===== src/rtl/fifo_pkg.sv =====
// Shared helpers for the asynchronous FIFO pointer blocks (write and read side).
// Gray conversions work on a 32-bit container. Callers zero-extend their pointer
// and then truncate the result back to their own width. Zero-extension does not
// change the low bits of either conversion, so one function pair serves every
// pointer width.
package fifo_pkg;

    localparam int unsigned FIFO_ADDR_SIZE = 32'd6;
    localparam int unsigned FIFO_DEPTH     = 32'd1 << FIFO_ADDR_SIZE;

    // Binary to reflected Gray code.
    function automatic logic [31:0] bin2gray(input logic [31:0] bin);
        return bin ^ (bin >> 32'd1);
    endfunction

    // Reflected Gray code to binary: each bit is the XOR of all Gray bits at or above it.
    function automatic logic [31:0] gray2bin(input logic [31:0] gray);
        logic [31:0] bin;
        bin     = 32'd0;
        bin[31] = gray[31];
        for (int i = 30; i >= 0; i--) begin
            bin[i] = bin[i + 1] ^ gray[i];
        end
        return bin;
    endfunction

endpackage


===== src/rtl/wptr_full.sv =====
// Write-side pointer and status block of the asynchronous FIFO (wclk domain).
// This block keeps a binary write pointer with an extra wrap bit and a registered
// Gray copy for the read-domain synchroniser. It derives full, almost-full, the
// fill level and a sticky overflow flag by comparing against the read pointer,
// which is already synchronised into wclk. Full is computed from the next-state
// pointer, so the write that fills the last slot also raises wfull on the same edge.
module wptr_full
    import fifo_pkg::*;
#(
    parameter int unsigned ADDR_SIZE    = FIFO_ADDR_SIZE,
    parameter int unsigned AFULL_THRESH = 32'd56
) (
    input  logic                 wclk,
    input  logic                 wrst,
    input  logic                 winc,
    input  logic [ADDR_SIZE:0]   wq2_rptr,
    output logic [ADDR_SIZE-1:0] waddr,
    output logic [ADDR_SIZE:0]   wptr,
    output logic                 wfull,
    output logic                 walmost_full,
    output logic [ADDR_SIZE:0]   wcount,
    output logic                 wovf
);

    localparam int unsigned PTR_W = ADDR_SIZE + 32'd1;

    logic [PTR_W-1:0] wbin_q,   wbin_d;
    logic [PTR_W-1:0] wptr_q,   wptr_d;
    logic [PTR_W-1:0] wcount_q, wcount_d;
    logic             wfull_q,  wfull_d;
    logic             wafull_q, wafull_d;
    logic             wovf_q,   wovf_d;

    logic             accept_s;
    logic [PTR_W-1:0] rbin_s;
    logic [PTR_W-1:0] full_cmp_s;

    // Next-state computation: write acceptance, pointer advance, full/level/overflow.
    always_comb begin
        accept_s   = winc & ~wfull_q;
        wbin_d     = wbin_q + PTR_W'(accept_s);
        wptr_d     = PTR_W'(bin2gray(32'(wbin_d)));
        // Full when the write pointer is exactly one lap ahead of the read pointer.
        // In Gray code that means the top two bits differ and the rest match.
        full_cmp_s = {~wq2_rptr[ADDR_SIZE:ADDR_SIZE-1], wq2_rptr[ADDR_SIZE-2:0]};
        wfull_d    = (wptr_d == full_cmp_s);
        rbin_s     = PTR_W'(gray2bin(32'(wq2_rptr)));
        // Write and read-pointer movement in the same cycle are both folded in here.
        wcount_d   = wbin_d - rbin_s;
        wafull_d   = (32'(wcount_d) >= AFULL_THRESH);
        // A write attempted while full is dropped and remembered until reset.
        wovf_d     = wovf_q | (winc & wfull_q);
    end

    // State registers; reset clears all history at once, without waiting for a clock edge.
    always_ff @(posedge wclk or posedge wrst) begin
        if (wrst) begin
            wbin_q   <= '0;
            wptr_q   <= '0;
            wcount_q <= '0;
            wfull_q  <= 1'b0;
            wafull_q <= 1'b0;
            wovf_q   <= 1'b0;
        end else begin
            wbin_q   <= wbin_d;
            wptr_q   <= wptr_d;
            wcount_q <= wcount_d;
            wfull_q  <= wfull_d;
            wafull_q <= wafull_d;
            wovf_q   <= wovf_d;
        end
    end

    // The memory address comes straight from the binary pointer register.
    assign waddr        = wbin_q[ADDR_SIZE-1:0];
    assign wptr         = wptr_q;
    assign wfull        = wfull_q;
    assign walmost_full = wafull_q;
    assign wcount       = wcount_q;
    assign wovf         = wovf_q;

endmodule


===== config.mk =====
export PLATFORM = sky130hd
export DESIGN_NAME = wptr_full
export DESIGN_NICKNAME = d
export VERILOG_FILES = /design/src/rtl/fifo_pkg.sv /design/src/rtl/wptr_full.sv
export SDC_FILE = /design/constraint.sdc
export NUM_CORES = 1
export LEC_CHECK = 0
export ABC_AREA = 0
export CORE_MARGIN = 3
export CORE_UTILIZATION = 25
export DETAILED_ROUTE_END_ITERATION = 16
export PLACE_DENSITY = 0.52
export RECOVER_POWER = 50
export SLEW_MARGIN = 30
export SYNTH_ARGS = -nofsm -noshare
export SYNTH_HDL_FRONTEND = slang
export SYNTH_SLANG_ARGS = --single-unit

===== constraint.sdc =====
create_clock -name wclk -period 3.6 [get_ports wclk]
set_input_delay 0.72 -clock wclk [delete_from_list [all_inputs] [get_ports wclk]]
set_output_delay 0.72 -clock wclk [all_outputs]
set_load 0.01 [all_outputs]

==> summary.txt <==
Status
  • Run status: finished clean

Synthesis
  • Most frequent cell after synthesis: dfrtp_1
  • Syn Inst Count: 123
  • EDFF count, synth: 0
  • Post-synthesis net count: 142
  • Sequential-to-total area share from yosys stat: 41.6%
  • Average cell area after synthesis: 11.3 µm²
  • Most frequent cells after synthesis: 23 x dfrtp_1, 12 x inv_1, 12 x xor2_1
  • Area leader, netlist: dfrtp_1
  • Yosys reg bits: 23
  • Top_reg_cell synth: dfrtp_1
  • Post-Synthesis Cell Area: 1380 µm²
  • Top cell type's share of synthesized area: 41.6%
  • Yosys warning count: 0
  • Main area contributors after synthesis: dfrtp_1 42%, xor2_1 7.6%, ha_1 7.2%
  • Count of cell types in the netlist: 36
  • Synth async-reset ratio: 100%

Placement
  • Setup Slack @ Placement: -0.419 ns
  • Post-DP HPWL: 2.40 mm
  • Placed cell areas: 1860 µm²
  • I/O Buffers: 32
  • Placed Instances: 233
  • GPL Wtd Cong: 0.875

Worst setup path
  • Reg-to-Reg Start: wfull$_DFF_PP0_
  • Critical path's slowest cell: clkdlybuf4s50_1
  • Flop-to-flop setup slack: 0.86 ns
  • WP buf/inv: 1
  • FF-to-FF path depth: 12
  • Crit-path leading delay family: XOR/XNOR gates
  • Worst R2R End: wcount[5]$_DFF_PP0_
  • CP endpoint kind: register
  • CP Max Fanout: 2
  • Crit path launch type: input pin
  • Kind of critical path: input pin to register
  • Crit path DAT: 3.60 ns
  • WP data required: 3.76 ns
  • CP max stage delay: 0.48 ns
  • Crit path cell chain: clkdlybuf4s50_1 > xnor3_2 > xor2_4 > xor2_2 > xor2_2 > xnor2_1 > ha_2 > fa_2 > nor2b_1 > o21ai_1 > and2_1 > xnor2_1 > o311ai_1

Timing
  • Final Hold Viols: 0
  • Final Max Tran Viols: 0
  • Slew @ Worst Pin: 0.874 ns
  • Tcrit/Tclk final: 95.5%
  • # setup viols final: 0
  • Max_slew headroom: 41.6%
  • Clock skew: 0.00148 ns
  • FMAX: 291 MHz
  • Shortest period the worst path allows: 3.44 ns
  • Setup WS post-layout: 0.161 ns

Clocking
  • Clk root buf: clkbuf_8
  • Num CTS Buffers: 3
  • Htree depth: 1
  • CTS tree: built
  • Clock Path Buffers: 2
  • Clk Latency, worst-skew pair: 0.26 ns
  • Clk sinks: 23
  • Worst-path clk slew: 0.08 ns

Routing
  • Routed len/inst: 12.5 µm
  • Final WL: 2.99 mm
  • DRT Pass-1 Iters: 4
  • First DRT Iteration DRCs: 56
  • # DRC: 0
  • Drt via density: 4.23
  • Vias after detailed routing: 1,014
  • Post-DRT Antenna Nets: 0

Power
  • Reg power frac: 25.6%
  • Pleak: 0.000927 µW
  • Cell-internal power: 1170 µW
  • Switching pwr: 770 µW
  • Pwr Density: 988 nW/µm²
  • Peak supply drop: 0.000445 V
  • Logic pwr share: 66.1%
  • Clk pwr share: 8.3%
  • Sw Ratio: 39.8%

Die
  • Top-Level Pins: 33
  • Die width: 80.4 µm
  • Standard-cell rows: 26
  • Full die area: 6460 µm²
  • Starting Density: 26.4%
  • CORE AREA: 5240 µm²
  • Die Height: 80.4 µm

Run
  • Maxcap violations: 0

Global routing
  • Total global routing overflow: 0
  • Number of global-route vias before repair: 1,110
  • First-pass GRT wire length: 5.14 mm
  • Total track usage: 10.0%
  • Initial antenna violation count: 0
  • Largest net degree at the start of global routing: 24

Min path
  • WHS Endpoint: wovf$_DFF_PP0_
  • WHS Path Cells: 1
  • Worst Min Path Start: wovf$_DFF_PP0_
  • Hold crit path type: register to register

Finish
  • FILL cells: 517
  • Storage cell area: 576 µm²
  • Final core occ: 37.4%
  • Area taken by multi-input logic gates: 766 µm²
  • Layout cell share with drive strength beyond 1: 15.9%
  • Fin cells: 240
  • Post-route cell area: 1960 µm²
  • Ant. Diodes: 0
  • Layout net count: 190
  • Area grow syn2layout: 41.5%
==> worst reg2reg max path, delay by kind of cell, from the launching register on <==
family	cells	cell delay, ns
adders and majority gates	3	0.87
AOI/OAI and AO/OA	3	0.55
and+or+nand+nor	3	0.38
buffers and inverters	2	0.21
xor gates and xnor gates	1	0.25
DFF	1	0.40
==> layout make-up <==
class / count / area share, %
inverter: 12 / 2.30
clock inverter: 1 / 0.256
timing repair buffer: 47 / 22.4
tap: 70 / 4.47
clock buffer: 3 / 2.11
sequential: 23 / 29.4
multi-input combinational: 84 / 39.1
==> worst max path at each step <==
stage | start | endpoint | slack, ns | cells after the start
finish | wq2_rptr[4] | walmost_full$_DFF_PP0_ | 0.16 | 13
global route | wq2_rptr[4] | walmost_full$_DFF_PP0_ | -0.02 | 13
CTS | wq2_rptr[4] | walmost_full$_DFF_PP0_ | 0.01 | 13
detailed placement | wq2_rptr[6] | walmost_full$_DFF_PP0_ | -0.42 | 13
global placement | wq2_rptr[6] | walmost_full$_DFF_PP0_ | -0.31 | 13
floorplan | wq2_rptr[6] | walmost_full$_DFF_PP0_ | 0.30 | 12
==> through the flow <==
| step | total power, µW | TNS, ns | hold slack [ns] |
|---|---|---|---|
| after global placement | 1740 | -0.809 | 0.439 |
| final | 1940 | 0 | 0.471 |
| after CTS | 1950 | 0 | 0.473 |
| after global routing | 2120 | -0.0177 | 0.487 |
| after detailed placement | 1760 | -1.06 | 0.452 |
| after floorplan | 1240 | 0 | 0.493 |
==> state kept, by name, indices dropped and copies added (netlist names) <==
signal / cells
wbin_q: 7
wcount: 7
wptr: 6
walmost_full: 1
wfull: 1
wovf: 1
==> metal layers <==
metal	vias to the layer above	part of all wire (%)	track usage (%)
li1	502	-	-
met1	495	44	12.4
met2	15	51	17.4
met3	2	4.7	2.80
met4	0	0.64	1.86
met5	-	0	0
==> what timing repair did <==
item	4_1_cts	5_1_grt
setup buffers	1	2
gates cloned	0	0
endpoints found under the hold margin	0	0
pin swaps	4	7
setup endpoints to repair	2	3
gates resized for setup	3	5
hold buffers	0	0
==> cells in the final DEF (no fill, tap or decap), types with 3 or more instances in the layout <==
cell,n
a21o_1,3
ha_1,7
buf_4,15
o21ai_0,6
dlygate4sd3_1,10
xor2_1,12
nor2_1,4
clkbuf_8,3
clkdlybuf4s50_1,20
dfrtp_1,23
xnor2_1,11
nor2b_1,5
inv_1,12
nand2_1,5
==> power by group through the flow <==
stage	Clock [µW]	Sequential [µW]	Combinational, µW
after floorplan	0	528	713
after global placement	0	502	1240
after detailed placement	0	504	1250
after CTS	169	501	1280
after global routing	181	516	1420
final	161	495	1280
==> cells by family after synthesis <==
logic type / share of synthesized area (%)
compound gates: 10.2
buf+inv: 4.61
flops: 41.6
fa+ha+maj: 8.68
simple gates: 9.77
xor+xnor: 25.1
Power figures use the tool's default switching activity.
